==> config.mk <==
export PLATFORM = sky130hd
export DESIGN_NAME = stack_op_sequencer
export DESIGN_NICKNAME = d
export VERILOG_FILES = /design/src/rtl/stack_op_sequencer.sv
export SDC_FILE = /design/constraint.sdc
export NUM_CORES = 1
export LEC_CHECK = 0
export CAP_MARGIN = 20
export CORE_MARGIN = 2
export CORE_UTILIZATION = 37
export CTS_CLUSTER_DIAMETER = 40
export DETAILED_ROUTE_END_ITERATION = 10
export GPL_ROUTABILITY_DRIVEN = 0
export PLACE_DENSITY = 0.79
export SYNTH_ARGS = -nofsm -noshare
export SYNTH_HDL_FRONTEND = slang
export SYNTH_SLANG_ARGS = --single-unit
==> constraint.sdc <==
create_clock -name clk -period 2.1 [get_ports clk]
set_clock_uncertainty 0.15 [all_clocks]
set_input_delay 0.63 -clock clk [delete_from_list [all_inputs] [get_ports clk]]
set_output_delay 0.63 -clock clk [all_outputs]
set_load 0.005 [all_outputs]
==> src/rtl/stack_op_sequencer.sv <==
// Command-side sequencer for the register stack: turns one request into action pulses.
// Optional STK_SEQ_DEPTH_EN adds a depth counter, the depth port and under/overflow rejection.
module stack_op_sequencer #(
    parameter int unsigned DATA_WIDTH = 16,
    parameter int unsigned DEPTH      = 16
) (
    input  logic                  clk,
    input  logic                  rst,
    input  logic                  req_valid,
    output logic                  req_ready,
    input  logic [2:0]            req_op,
    input  logic [DATA_WIDTH-1:0] req_imm,
    input  logic [DATA_WIDTH-1:0] stk_top,
    input  logic [DATA_WIDTH-1:0] stk_next,
    output logic [3:0]            stackAction,
    output logic [DATA_WIDTH-1:0] in_val,
    output logic                  done,
    output logic                  err
`ifdef STK_SEQ_DEPTH_EN
    ,
    output logic [$clog2(DEPTH+1)-1:0] depth
`endif
);

    localparam logic [2:0] StIdle = 3'd0;
    localparam logic [2:0] StAct1 = 3'd1;
    localparam logic [2:0] StGap1 = 3'd2;
    localparam logic [2:0] StAct2 = 3'd3;
    localparam logic [2:0] StGap2 = 3'd4;

    localparam logic [2:0] OpNop  = 3'b000;
    localparam logic [2:0] OpPush = 3'b001;
    localparam logic [2:0] OpPop  = 3'b010;
    localparam logic [2:0] OpDrop = 3'b011;
    localparam logic [2:0] OpDup  = 3'b100;
    localparam logic [2:0] OpSwap = 3'b101;
    localparam logic [2:0] OpOver = 3'b110;
    localparam logic [2:0] OpNip  = 3'b111;

    localparam logic [3:0] ActIdle = 4'b0000;
    localparam logic [3:0] ActPush = 4'b1000;
    localparam logic [3:0] ActPop  = 4'b0001;
    localparam logic [3:0] ActDrop = 4'b0010;
    localparam logic [3:0] ActDup  = 4'b0101;
    localparam logic [3:0] ActSwap = 4'b0111;

    logic [2:0]            state_q, state_d;
    logic [2:0]            op_q;
    logic                  rej_q;
    logic [DATA_WIDTH-1:0] in_val_q;
    logic                  accept;
    logic                  ok;
    logic                  nip_cont;

    logic unused_top;
    assign unused_top = ^stk_top;

    assign accept    = (state_q == StIdle) && req_valid;
    assign req_ready = (state_q == StIdle) && !rst;
    assign nip_cont  = (op_q == OpNip) && !rej_q;

`ifdef STK_SEQ_DEPTH_EN
    localparam int unsigned           DepthW   = $clog2(DEPTH + 1);
    localparam logic [DepthW-1:0]     DepthMax = DepthW'(DEPTH);

    logic [DepthW-1:0] depth_q, depth_d;
    logic              inc_q, dec_q;
    logic              upd;

    always_comb begin
        ok = 1'b1;
        case (req_op)
            OpPush:        ok = depth_q < DepthMax;
            OpPop, OpDrop: ok = depth_q != '0;
            OpDup:         ok = (depth_q != '0) && (depth_q < DepthMax);
            OpSwap, OpNip: ok = depth_q > DepthW'(1);
            OpOver:        ok = (depth_q > DepthW'(1)) && (depth_q < DepthMax);
            default:       ok = 1'b1;
        endcase
    end

    // Depth moves on the edge into the done cycle so it is visible together with done.
    assign upd = ((state_q == StAct1) && (op_q != OpNip)) || (state_q == StAct2);

    always_comb begin
        depth_d = depth_q;
        if (upd && inc_q && (depth_q != DepthMax)) begin
            depth_d = depth_q + DepthW'(1);
        end else if (upd && dec_q && (depth_q != '0)) begin
            depth_d = depth_q - DepthW'(1);
        end
    end

    always_ff @(posedge clk or posedge rst) begin
        if (rst) begin
            depth_q <= '0;
            inc_q   <= 1'b0;
            dec_q   <= 1'b0;
        end else begin
            depth_q <= depth_d;
            if (accept) begin
                inc_q <= ok && (req_op inside {OpPush, OpDup, OpOver});
                dec_q <= ok && (req_op inside {OpPop, OpDrop, OpNip});
            end
        end
    end

    assign depth = depth_q;
`else
    logic [31:0] unused_depth;
    assign unused_depth = DEPTH;
    assign ok = 1'b1;
`endif

    always_comb begin
        state_d = state_q;
        case (state_q)
            StIdle: begin
                if (accept) begin
                    state_d = ((req_op == OpNop) || !ok) ? StGap1 : StAct1;
                end
            end
            StAct1:  state_d = StGap1;
            StGap1:  state_d = nip_cont ? StAct2 : StIdle;
            StAct2:  state_d = StGap2;
            StGap2:  state_d = StIdle;
            default: state_d = StIdle;
        endcase
    end

    always_ff @(posedge clk or posedge rst) begin
        if (rst) begin
            state_q  <= StIdle;
            op_q     <= OpNop;
            rej_q    <= 1'b0;
            in_val_q <= '0;
        end else begin
            state_q <= state_d;
            if (accept) begin
                op_q  <= req_op;
                rej_q <= !ok;
                if (req_op == OpPush) begin
                    in_val_q <= req_imm;
                end else if (req_op == OpOver) begin
                    in_val_q <= stk_next;
                end
            end
        end
    end

    always_comb begin
        stackAction = ActIdle;
        if (state_q == StAct1) begin
            case (op_q)
                OpPush, OpOver: stackAction = ActPush;
                OpPop:          stackAction = ActPop;
                OpDrop:         stackAction = ActDrop;
                OpDup:          stackAction = ActDup;
                OpSwap, OpNip:  stackAction = ActSwap;
                default:        stackAction = ActIdle;
            endcase
        end else if (state_q == StAct2) begin
            stackAction = ActPop;
        end
    end

    assign in_val = in_val_q;
    assign done   = ((state_q == StGap1) && !nip_cont) || (state_q == StGap2);
    assign err    = done && rej_q;

endmodule
==> flow_metrics.tcl, run 1 <==
set metrics [dict create \
    status "complete, but fails checks" \
    violations "setup timing" \
    rsz0062_at_grt "yes" \
    post-route-period-util_pct 105 \
    grt_pass1_vias 1108 \
    start_util_pct 37.8 \
    htree_levels 1 \
    synth-main-ff-cell "dfrtp_1" \
    cp_max_fo 3 \
    yosysWarningCount 0 \
    synth_commonest_cells "mux2_2 (25), dfrtp_1 (22), mux2_4 (10)" \
    antennaDiodeCount 0 \
    clock_sinks 22 \
    worstPathArrival_ns 1.43 \
    cts_root_buf "clkbuf_4" \
    cp_slowest_cell "dfrtp_1" \
    clockBufferDepth 2 \
    die_h_um 61.9 \
    critPathMaxStageDelay_ns 0.41 \
    via_per_inst 4.78 \
    seq_area_frac_synth_pct 44.4 \
    synth_cell_types 31 \
    peakVddDrop_mv 0.517 \
    cp.buffers_inverters 1 \
    preCtsSetupSlack_ns -0.456 \
    die_area_um2 3830 \
    setup_slack_ns -0.105 \
    cp.required_ns 1.32 \
    dr.pass1.iters 2 \
    ys_ff_latch 22 \
    grt_max_degree 23 \
    crit_path_end_kind "primary output" \
    synth_most_common_cell "mux2_2" \
    cts_tree "done" \
    synth.area.top_cells "dfrtp_1 (44%), mux2_2 (23%), mux2_4 (12%), nor4b_4 (1.9%), buf_12 (1.6%)" \
    finalWirelength_um 3260 \
    port-buffer-count 59 \
    synth.largest_area_cell "dfrtp_1" \
    overflow 0 \
    ios 77 \
    fillCellCount 261 \
    p_total_uw 2390 \
    post_drt_wl_per_cell_um 14.9 \
    drc 0 \
    timing.hold.ws_ns 0.353 \
    slew_viol_final 0 \
    drive_gt1_share_pct 47.7 \
    synth_cells 91 \
    postSynth.asyncResetShare_pct 100 \
    multi_input_area_um2 697 \
    clk_latency_ns 0.32 \
    ant_nets 0 \
    dp_hpwl_um 2440 \
    hold_class "in -> async" \
    max_freq_mhz 453 \
    syn_to_final_growth_pct 71.9 \
    synth_top_area_share_pct 44.4 \
    synth_nets 145 \
    final_nets 227 \
    setup_viol 4 \
    worstSetupPathType "reg -> out" \
    powerDensity_nw_per_um2 1120 \
    clk_pin_slew_ns 0.14 \
    cts_buffers 3 \
    grtUsageTotal_pct 17.9 \
    num_rows 21 \
    fin_area_um2 2130 \
    synth_edf_count 0 \
    place_area_um2 2020 \
    fin_crit_ns 2.21 \
    vias 1043 \
    hold_viol_final 0 \
    drt_iter0_markers 20 \
    netlist_area_um2 1240 \
    postCtsHoldBufs 0 \
    power.leakage_uw 0.000918 \
    regArea_um2 551 \
    antenna_found_initial 0 \
    crit_family "simple AND/OR/NAND/NOR gates" \
    core_um2 3280 \
    cp-start-kind "flop" \
    syn_area_per_cell_um2 13.6 \
    grt_pass1_wl_um 4940 \
    maxCapViolations 0 \
    die_x_um 61.9 \
    path_cells "or2b_1 > nand2b_4 > nor3b_2 > buf_2" \
]
## worst paths after layout
kind | start | to | slack [ns] | cells past startpoint
setup / recovery | state_q[2]$_DFFE_PP0P_ | stackAction[2] | -0.11 | 4
hold / removal | rst | in_val[7]$_DFFE_PP0P_ | 0.35 | 3
setup reg to reg | state_q[2]$_DFFE_PP0P_ | in_val[14]$_DFFE_PP0P_ | 0.20 | 6
hold reg to reg | in_val[9]$_DFFE_PP0P_ | in_val[9]$_DFFE_PP0P_ | 0.38 | 1
max in group asynchronous | rst | in_val[14]$_DFFE_PP0P_ | 1.22 | 3
min in group clk | in_val[9]$_DFFE_PP0P_ | in_val[9]$_DFFE_PP0P_ | 0.38 | 1
## through the flow
step	setup TNS, ns	std cells	utilization (%)
global route	-0.677	218	65.0
detailed placement	-7.57	212	61.6
global placement	-7.07	212	61.6
floorplan	0	91	-
CTS	-0.596	219	64.5
finish	-0.276	218	65.0
## final cells by class
class / count / area share [%]
inverter: 2 / 0.352
clock buffer: 3 / 1.06
clock inverter: 1 / 1.41
multi-input combinational: 62 / 32.7
sequential: 22 / 25.8
timing repair buffer: 82 / 36.0
tap: 46 / 2.70
## worst register-to-register path: stages, from the launching register on
cell and delay (ns):
dfrtp_1 0.41, buf_6 0.12, buf_4 0.15, nor4b_4 0.24, o21a_1 0.24, buf_4 0.17
mux2_2 0.33
## cell families after synthesis
| logic type | after synthesis | share of synthesized area, % |
|---|---|---|
| DFF | 22 | 44.4 |
| buffers and inverters | 7 | 4.54 |
| other | 1 | 0.302 |
| and+or+nand+nor | 17 | 10.9 |
| muxes | 35 | 34.8 |
| AOI/OAI and AO/OA | 8 | 4.44 |
| xor gates and xnor gates | 1 | 0.706 |
## timing repair
item | in CTS | in global routing
buffers inserted | 3 | 0
setup endpoints to repair | 22 | 6
pin swaps | 5 | 2
gates resized for setup | 37 | 8
## sequential cells by signal (all words and copies together), names as in the netlist
signal	flops
op_q	3
state_q	3
in_val	16
## metal layers
| layer | vias to the layer above | GRT usage (%) | part of all wire (%) |
|---|---|---|---|
| li1 | 493 | - | - |
| met1 | 524 | 19.8 | 37 |
| met2 | 24 | 34.3 | 59 |
| met3 | 2 | 2.90 | 3.6 |
| met4 | 0 | 6.38 | 0.46 |
| met5 | - | 0 | 0 |
## cell usage in the layout (no fill, tap or decap), drive strengths merged, types with 2 or more instances in the layout
master / count
a21oi: 3
buf: 29
clkbuf: 3
clkdlybuf4s50: 49
dfrtp: 22
dlygate4sd2: 4
inv: 2
mux2: 35
nor2: 3
nor3b: 3
## power breakdown
group,leakage [µW],switching [µW],internal (µW)
combinational,0.000624,418,870
sequential,0.000266,140,626
clock,0.0000279,148,193
total,0.000918,705,1690
Power figures use the tool's default switching activity.
==> inputs of run 2 (changes only) <==
- MAX_ROUTING_LAYER: unset -> met4
==> flow_metrics.tcl, run 2 (synthesis gave the netlist of run 1 again) <==
set metrics [dict create \
    powerDensity_nw_per_um2 1120 \
    antenna_found_initial 0 \
    overflow 0 \
    cp_max_fo 3 \
    setup_slack_ns -0.106 \
    violations "setup timing" \
    maxCapViolations 0 \
    power.leakage_uw 0.000918 \
    antennaDiodeCount 0 \
    fin_crit_ns 2.21 \
    dr.pass1.iters 3 \
    final_cell_mix "clkdlybuf4s50_1 (49), mux2_2 (25), dfrtp_1 (22)" \
    drt_iter0_markers 20 \
    grt_max_degree 23 \
    status "complete, but fails checks" \
    worstPathArrival_ns 1.43 \
    peakVddDrop_mv 0.517 \
    slew_viol_final 0 \
    cp-start-kind "flop" \
    die_area_um2 3830 \
    clockBufferDepth 2 \
    num_rows 21 \
    htree_levels 1 \
    timing.hold.ws_ns 0.355 \
    largest_register_ffs 16 \
    start_util_pct 37.8 \
    via_per_inst 4.81 \
    fin_tns_setup_ns -0.278 \
    r2r_setup_slack_ns 0.20 \
    clk_pin_slew_ns 0.14 \
    r2r_start "state_q[2]$_DFFE_PP0P_" \
    rsz0062_at_grt "yes" \
    core_um2 3280 \
    cts_buffers 3 \
    hold_class "in -> async" \
    syn_to_final_growth_pct 71.9 \
    max_freq_mhz 453 \
    post_drt_wl_per_cell_um 15.0 \
    vias 1048 \
    grtUsageTotal_pct 18.5 \
    postCtsHoldBufs 0 \
    grt_pass1_vias 1108 \
    port-buffer-count 59 \
    worstSetupPathType "reg -> out" \
    grt_pass1_wl_um 4940 \
    hold_viol_final 0 \
    drive_gt1_share_pct 47.7 \
    final_nets 227 \
    layout_commonest_cell "clkdlybuf4s50_1" \
    clock_sinks 22 \
    die_h_um 61.9 \
    setup_viol 4 \
    cts_root_buf "clkbuf_4" \
    dp_hpwl_um 2440 \
    drc 0 \
    ios 77 \
    crit_path_end_kind "primary output" \
    finalWirelength_um 3270 \
    cts_tree "done" \
    clk_latency_ns 0.32 \
    cp.required_ns 1.32 \
    die_x_um 61.9 \
    fillCellCount 261 \
    post-route-period-util_pct 105 \
    ant_nets 0 \
    crit_start "state_q[2]$_DFFE_PP0P_" \
]
-- run 2: final timing paths --
path / end / cells past startpoint
setup / recovery: stackAction[2] / 4
hold / removal: in_val[7]$_DFFE_PP0P_ / 3
setup reg to reg: in_val[14]$_DFFE_PP0P_ / 6
hold reg to reg: in_val[9]$_DFFE_PP0P_ / 1
max in group asynchronous: in_val[14]$_DFFE_PP0P_ / 3
min in group clk: in_val[9]$_DFFE_PP0P_ / 1
-- run 2: critical path, cell delays in order, from the launching register on --
cell and delay [ns]:
dfrtp_1 0.41, or2b_1 0.25, nand2b_4 0.16, nor3b_2 0.16, buf_2 0.13
-- run 2: what timing repair did --
item | in CTS | in global routing
gates resized for setup | 37 | 8
pin swaps | 5 | 2
setup buffers | 3 | 0
setup endpoints to repair | 22 | 6
-- run 2: through the flow --
stage / instances / cell area [µm²] / worst slack (ns) / power, µW / utilization, %
finish: 218 / 2130 / -0.106 / 2400 / 65.0
floorplan: 91 / 1240 / 0.0154 / 1250 / -
global route: 218 / 2130 / -0.194 / 2550 / 65.0
detailed placement: 212 / 2020 / -0.456 / 1940 / 61.6
global placement: 212 / 2020 / -0.430 / 1900 / 61.6
CTS: 219 / 2120 / -0.196 / 2360 / 64.5
-- run 2: power breakdown --
part	internal [µW]	switching, µW	total, µW
Sequential	626	140	766
Clock	193	147	340
Combinational	870	419	1290
-- run 2: layout make-up --
type	count	area [µm²]	share of cell area [%]
clock inverters	1	30.0	1.41
multi-input cells	62	697	32.7
well taps	46	57.6	2.70
repair buffers	82	768	36.0
clock buffers	3	22.5	1.06
inverters	2	7.51	0.352
flip-flops and latches	22	551	25.8
-- run 2: routing by layer --
metal	wire length (µm)	up-vias	track usage [%]	share of wire, %
met1	1230	529	20.1	38
met5	0	-	-	0
met3	111	2	2.48	3.4
li1	-	493	-	-
met2	1920	24	34.3	59
met4	15	0	6.38	0.46
